[src/rtl/mux2x1_arb_defs.v]
// rtl/mux2x1_arb_defs.v - state encodings and hold-counter width shared by the arbiter
`ifndef MUX2X1_ARB_DEFS_V
`define MUX2X1_ARB_DEFS_V
`define MUX2X1_ARB_IDLE   2'd0
`define MUX2X1_ARB_GRANT0 2'd1
`define MUX2X1_ARB_GRANT1 2'd2
`define MUX2X1_ARB_HOLD_W 8
`endif

[src/rtl/mux2x1_rr_arbiter_pkg.sv]
// rtl/mux2x1_rr_arbiter_pkg.sv - arbiter state type, hold width and saturating counter helper
package mux2x1_rr_arbiter_pkg;
`include "mux2x1_arb_defs.v"

  typedef enum logic [1:0] {
    IDLE   = `MUX2X1_ARB_IDLE,
    GRANT0 = `MUX2X1_ARB_GRANT0,
    GRANT1 = `MUX2X1_ARB_GRANT1
  } arb_state_t;

  localparam int HOLD_W = `MUX2X1_ARB_HOLD_W;

  // Hold count sticks at all-ones so a long uncontended grant cannot wrap.
  function automatic logic [HOLD_W-1:0] hold_inc(input logic [HOLD_W-1:0] h);
    return (&h) ? h : h + HOLD_W'(1);
  endfunction
endpackage

[src/rtl/mux2x1_datapath.sv]
// rtl/mux2x1_datapath.sv - combinational WIDTH-wide 2:1 mux, s=1 selects a1
module mux2x1_datapath #(
  parameter int WIDTH = 1
) (
  input  logic             s,
  input  logic [WIDTH-1:0] a0,
  input  logic [WIDTH-1:0] a1,
  output logic [WIDTH-1:0] y
);
  assign y = s ? a1 : a0;
endmodule

[src/rtl/mux2x1_rr_arbiter.sv]
// rtl/mux2x1_rr_arbiter.sv - two-source round-robin arbiter with hold limit driving a registered 2:1 mux
module mux2x1_rr_arbiter
  import mux2x1_rr_arbiter_pkg::*;
#(
  parameter int WIDTH    = 1,
  parameter int MAX_HOLD = 4
) (
  input  logic             clk,
  input  logic             rst_n,
  input  logic             req0,
  input  logic             req1,
  input  logic [WIDTH-1:0] a0,
  input  logic [WIDTH-1:0] a1,
  output logic             gnt0,
  output logic             gnt1,
  output logic             s,
  output logic [WIDTH-1:0] y,
  output logic             y_valid
);
  localparam logic [HOLD_W-1:0] HOLD_LAST = HOLD_W'(MAX_HOLD - 1);

  arb_state_t        state_q, state_d, other_st;
  logic [HOLD_W-1:0] hold_q, hold_d;
  logic              last_q, last_d;
  logic              s_q, s_d;
  logic              own_req, other_req;
  logic [WIDTH-1:0]  mux_y, y_q;
  logic              y_valid_q;

  always_comb begin
    state_d   = state_q;
    hold_d    = '0;
    own_req   = (state_q == GRANT1) ? req1 : req0;
    other_req = (state_q == GRANT1) ? req0 : req1;
    other_st  = (state_q == GRANT1) ? GRANT0 : GRANT1;
    case (state_q)
      IDLE: begin
        // Simultaneous requests go to whoever was not served last.
        if (req0 && req1) state_d = last_q ? GRANT0 : GRANT1;
        else if (req0)    state_d = GRANT0;
        else if (req1)    state_d = GRANT1;
      end
      GRANT0, GRANT1: begin
        if (!own_req)                 state_d = other_req ? other_st : IDLE;
        else if (!other_req)          hold_d  = hold_inc(hold_q);
        else if (hold_q < HOLD_LAST)  hold_d  = hold_inc(hold_q);
        else                          state_d = other_st;
      end
      default: state_d = IDLE;
    endcase
  end

  always_comb begin
    last_d = last_q;
    s_d    = s_q;
    if (state_d == GRANT0) begin
      last_d = 1'b0;
      s_d    = 1'b0;
    end else if (state_d == GRANT1) begin
      last_d = 1'b1;
      s_d    = 1'b1;
    end
  end

  always_ff @(posedge clk or negedge rst_n) begin
    if (!rst_n) begin
      state_q <= IDLE;
      hold_q  <= '0;
      last_q  <= 1'b1;
      s_q     <= 1'b0;
    end else begin
      state_q <= state_d;
      hold_q  <= hold_d;
      last_q  <= last_d;
      s_q     <= s_d;
    end
  end

  mux2x1_datapath #(.WIDTH(WIDTH)) u_datapath (
    .s  (s_q),
    .a0 (a0),
    .a1 (a1),
    .y  (mux_y)
  );

  // y tracks the mux even when idle; y_valid marks cycles sampled under a grant.
  always_ff @(posedge clk or negedge rst_n) begin
    if (!rst_n) begin
      y_q       <= '0;
      y_valid_q <= 1'b0;
    end else begin
      y_q       <= mux_y;
      y_valid_q <= (state_q == GRANT0) || (state_q == GRANT1);
    end
  end

  assign gnt0    = (state_q == GRANT0);
  assign gnt1    = (state_q == GRANT1);
  assign s       = s_q;
  assign y       = y_q;
  assign y_valid = y_valid_q;
endmodule

[config.mk]
export PLATFORM = sky130hd
export DESIGN_NAME = mux2x1_rr_arbiter
export DESIGN_NICKNAME = d
export VERILOG_FILES = /design/src/rtl/mux2x1_rr_arbiter_pkg.sv /design/src/rtl/mux2x1_datapath.sv /design/src/rtl/mux2x1_rr_arbiter.sv
export VERILOG_INCLUDE_DIRS = /design/src /design/src/rtl
export SDC_FILE = /design/constraint.sdc
export NUM_CORES = 1
export LEC_CHECK = 0
export ABC_CLOCK_PERIOD_IN_PS = 3800
export CORE_ASPECT_RATIO = 0.9
export CORE_MARGIN = 3
export CORE_UTILIZATION = 57
export DETAILED_ROUTE_END_ITERATION = 7
export GPL_TIMING_DRIVEN = 0
export PLACE_DENSITY = 0.82
export SLEW_MARGIN = 0
export SYNTH_ARGS = -nofsm -noshare
export SYNTH_HDL_FRONTEND = slang
export SYNTH_HIERARCHICAL = 1
export SYNTH_SLANG_ARGS = --single-unit
[constraint.sdc]
create_clock -name clk -period 3.8 [get_ports clk]
set_clock_uncertainty 0.15 [all_clocks]
set_input_delay 0.76 -clock clk [delete_from_list [all_inputs] [get_ports clk]]
set_output_delay 0.76 -clock clk [all_outputs]
set_load 0.02 [all_outputs]
==> metrics.md <==
| Metric | Value |
|---|---|
| Post-route minimum period | `2690 ps` |
| Root buffer cell | `clkbuf_4` |
| Diodes inserted | `0` |
| Sequential share of the synthesized area | `40.4%` |
| Detail Route Antenna Nets | `0` |
| Mapped Cells | `85` |
| DP HPWL | `1.31 mm` |
| Arrival time worst endpoint | `1780 ps` |
| Post-route cell area | `1020 sq um` |
| Crit. Startpoint | `state_q[0]$_DFF_PN0_` |
| Die W | `47.2 um` |
| CTS Buf Count | `3` |
| Worst Path Buf+Inv | `2` |
| Switching power | `0.252 mW` |
| Syn Nets | `97` |
| Global Route met2 Usage | `29.0%` |
| Yosys warns | `6` |
| Cell accounting for the most synthesized area | `dfrtp_1` |
| Post-DP Area | `987 sq um` |
| Final hold violation count | `0` |
| Met3 global-route usage | `7.63%` |
| Combinational share of power | `49.5%` |
| Die height | `43.1 um` |
| Clk pwr share | `17.0%` |
| Pin count of the biggest net entering global routing | `15` |
| Worst skew pair latency | `290 ps` |
| Crit share post-route | `70.8%` |
| Multi-input gate area | `499 sq um` |
| Delay-heaviest family, CP | `buffers and inverters` |
| Worst R2R Start | `state_q[0]$_DFF_PN0_` |
| Worst-path maximum fanout | `5` |
| CTS tree | `built` |
| Reg2reg setup slack | `1390 ps` |
| Initial DRT Pass Iterations | `4` |
| Clock Path Buffers | `2` |
| 1st-iter DRT viols | `18` |
| Area of the die | `2030 sq um` |
| GR Overflow Total | `0` |
| Cts hold-fix bufs | `0` |
| Synthesized cell area | `870 sq um` |
| Critical Path Max Stage Delay | `630 ps` |
| DR vias/cell | `6.25` |
| Highest Clock Rate | `371 MHz` |
| R2r endpoint | `last_q$_DFFE_PN1P_` |
| Ys async rst share | `100%` |
| Crit path max-delay cell type | `clkdlybuf4s50_1` |
| CP required | `2890 ps` |
| Crit. End Element | `primary output` |
| Crit start category | `flip-flop` |
| Most Crowded Layer GR | `met2` |
| Initial antenna violation count | `0` |
| Port bufs | `10` |
| Detailed Route WL | `1.75 mm` |
| Ys flop type | `dfrtp_1` |
| Register area | `352 sq um` |
| Fill cell count | `89` |
| Crit path cell chain | `inv_1 -> ha_1 -> clkdlybuf4s50_1` |
| Total Routing Usage GR | `21.4%` |
| Register bit total from synthesis | `14` |
| Max H-tree Level | `1` |
| Worst-path clk slew | `80 ps` |
| RSZ-0062 raised after global routing | `false` |
| M1 GR Usage | `28.3%` |
| Max-cap viol count | `0` |
| Peak VDD IR | `0.475 mV` |
| P_int | `0.386 mW` |
| Placed Cells | `109` |
| Post-synth EDFFs | `0` |
| Worst-Margin Slew | `627 ps` |
| Pleak | `0.457 nW` |
| Kind of critical path | `flip-flop to primary output` |
| Unique cell type count in the Yosys netlist | `34` |
| Rel. slew slack | `58.0%` |
| Synth top cells by count | `13 x dfrtp_1, 10 x nor2_1, 6 x ha_1` |
| Ports | `11` |
| Fin. max-slew vios | `0` |
| Cell Rows | `12` |
| Switching Share | `39.5%` |
| First-pass GRT wire length | `2.97 mm` |
| Total setup buffers inserted after CTS | `0` |
| Worst reg-to-reg path cell count | `8` |
| Worst Setup EP | `gnt1` |
| Top post-synthesis cells by area | `dfrtp_1 37%, ha_1 8.6%, nor2_1 4.3%` |
| DR DRC count | `0` |
| Core area | `1340 sq um` |
| Clock sinks | `14` |
| Fraction of layout cells with a size suffix above 1 | `14.1%` |
| Outcome | `finished, final reports clean` |
| Routability cong. | `0.856` |
| Hold_ws | `352 ps` |
| WP depth | `3` |
| Nets | `112` |
| Initial core utilization | `65.1%` |
| # setup viols final | `0` |
| Most frequent cell after synthesis | `dfrtp_1` |
| Fin Setup TNS | `0 ps` |
| Vias post-DR | `706` |
| Final Instance Count excl. Fillers | `113` |
| Post-CTS resize count | `0` |
| Avg Cell Area, Syn | `10.2 sq um` |
| Total Power | `0.639 mW` |
| Pwr Density | `624 nW/um^2` |
| Flop pwr share | `33.5%` |
| Number of global-route vias before repair | `683` |
| Worst hold path class | `flip-flop to flip-flop` |
| Routed wire per std cell | `15.5 um` |
| Post-synth top area share | `37.4%` |
| Area Growth Syn to Fin | `17.7%` |
-- worst min path at each step --
stage / start / end / slack, ps / depth (start not counted)
after floorplan: rst_n / hold_q[0]$_DFF_PN0_ / 310 / 0
after global placement: last_q$_DFFE_PN1P_ / last_q$_DFFE_PN1P_ / 340 / 2
after detailed placement: last_q$_DFFE_PN1P_ / last_q$_DFFE_PN1P_ / 340 / 2
after CTS: last_q$_DFFE_PN1P_ / last_q$_DFFE_PN1P_ / 350 / 2
after global routing: last_q$_DFFE_PN1P_ / last_q$_DFFE_PN1P_ / 390 / 2
final: last_q$_DFFE_PN1P_ / last_q$_DFFE_PN1P_ / 350 / 2
-- worst register-to-register path, delay by kind of cell (launching register included) --
family | cells | cell delay, ps
flops | 1 | 420
simple gates | 2 | 420
mux | 1 | 200
compound gates | 2 | 420
buf+inv | 1 | 130
fa+ha+maj | 2 | 620
-- layer usage --
metal	vias to the layer above	part of all wire, %
li1	337	-
met1	332	45
met2	29	46
met3	8	5.5
met4	0	3.1
met5	-	0
-- cell type report --
cell class / instances / share of cell area, %
repair buffers: 10 / 9.78
inverters: 5 / 1.83
multi-input cells: 66 / 48.8
clock buffers: 4 / 3.55
flip-flops and latches: 14 / 34.4
well taps: 14 / 1.71
-- kinds of logic (layout without fill, tap and decap cells) --
| kind of cell | Yosys count | count (layout) | share of synthesized area [%] |
|---|---|---|---|
| compound gates | 19 | 19 | 18.1 |
| xor+xnor | 3 | 3 | 3.02 |
| fa+ha+maj | 6 | 6 | 8.63 |
| buf+inv | 5 | 19 | 2.16 |
| flops | 14 | 14 | 40.4 |
| mux | 3 | 3 | 4.03 |
| simple gates | 35 | 35 | 23.6 |
-- metrics by stage --
stage / setup slack (ps) / utilization [%]
after global routing: 1020 / 76.6
after global placement: 976 / 73.9
final: 1110 / 76.6
after floorplan: 1590 / -
after detailed placement: 906 / 73.9
after CTS: 1130 / 76.6
-- cells in the final DEF (no fill, tap or decap), types with 2 or more instances in the layout --
cell type,synthesis,final
nor2b_1,3,3
xor2_1,3,3
nor2_1,10,10
ha_1,6,6
clkbuf_4,0,3
dfrtp_1,13,13
clkdlybuf4s50_1,0,10
and3_1,3,3
a211oi_2,2,2
mux2i_1,2,2
a21oi_1,4,4
nand2_1,4,4
nor3_1,2,2
nand3_1,4,4
o21ai_0,4,4
inv_1,5,5
-- power groups by stage --
stage | Clock, mW | Sequential [mW] | Combinational (mW)
after floorplan | 0 | 0.230 | 0.203
after global placement | 0 | 0.215 | 0.302
after detailed placement | 0 | 0.216 | 0.315
after CTS | 0.115 | 0.214 | 0.315
after global routing | 0.122 | 0.218 | 0.354
final | 0.109 | 0.214 | 0.316
-- sequential cells by signal, indices dropped and copies added (netlist names) --
register  flops
y             1
hold_q        8
last_q        1
state_q       2
y_valid       1
s             1
(Power assumes the default switching activity.)
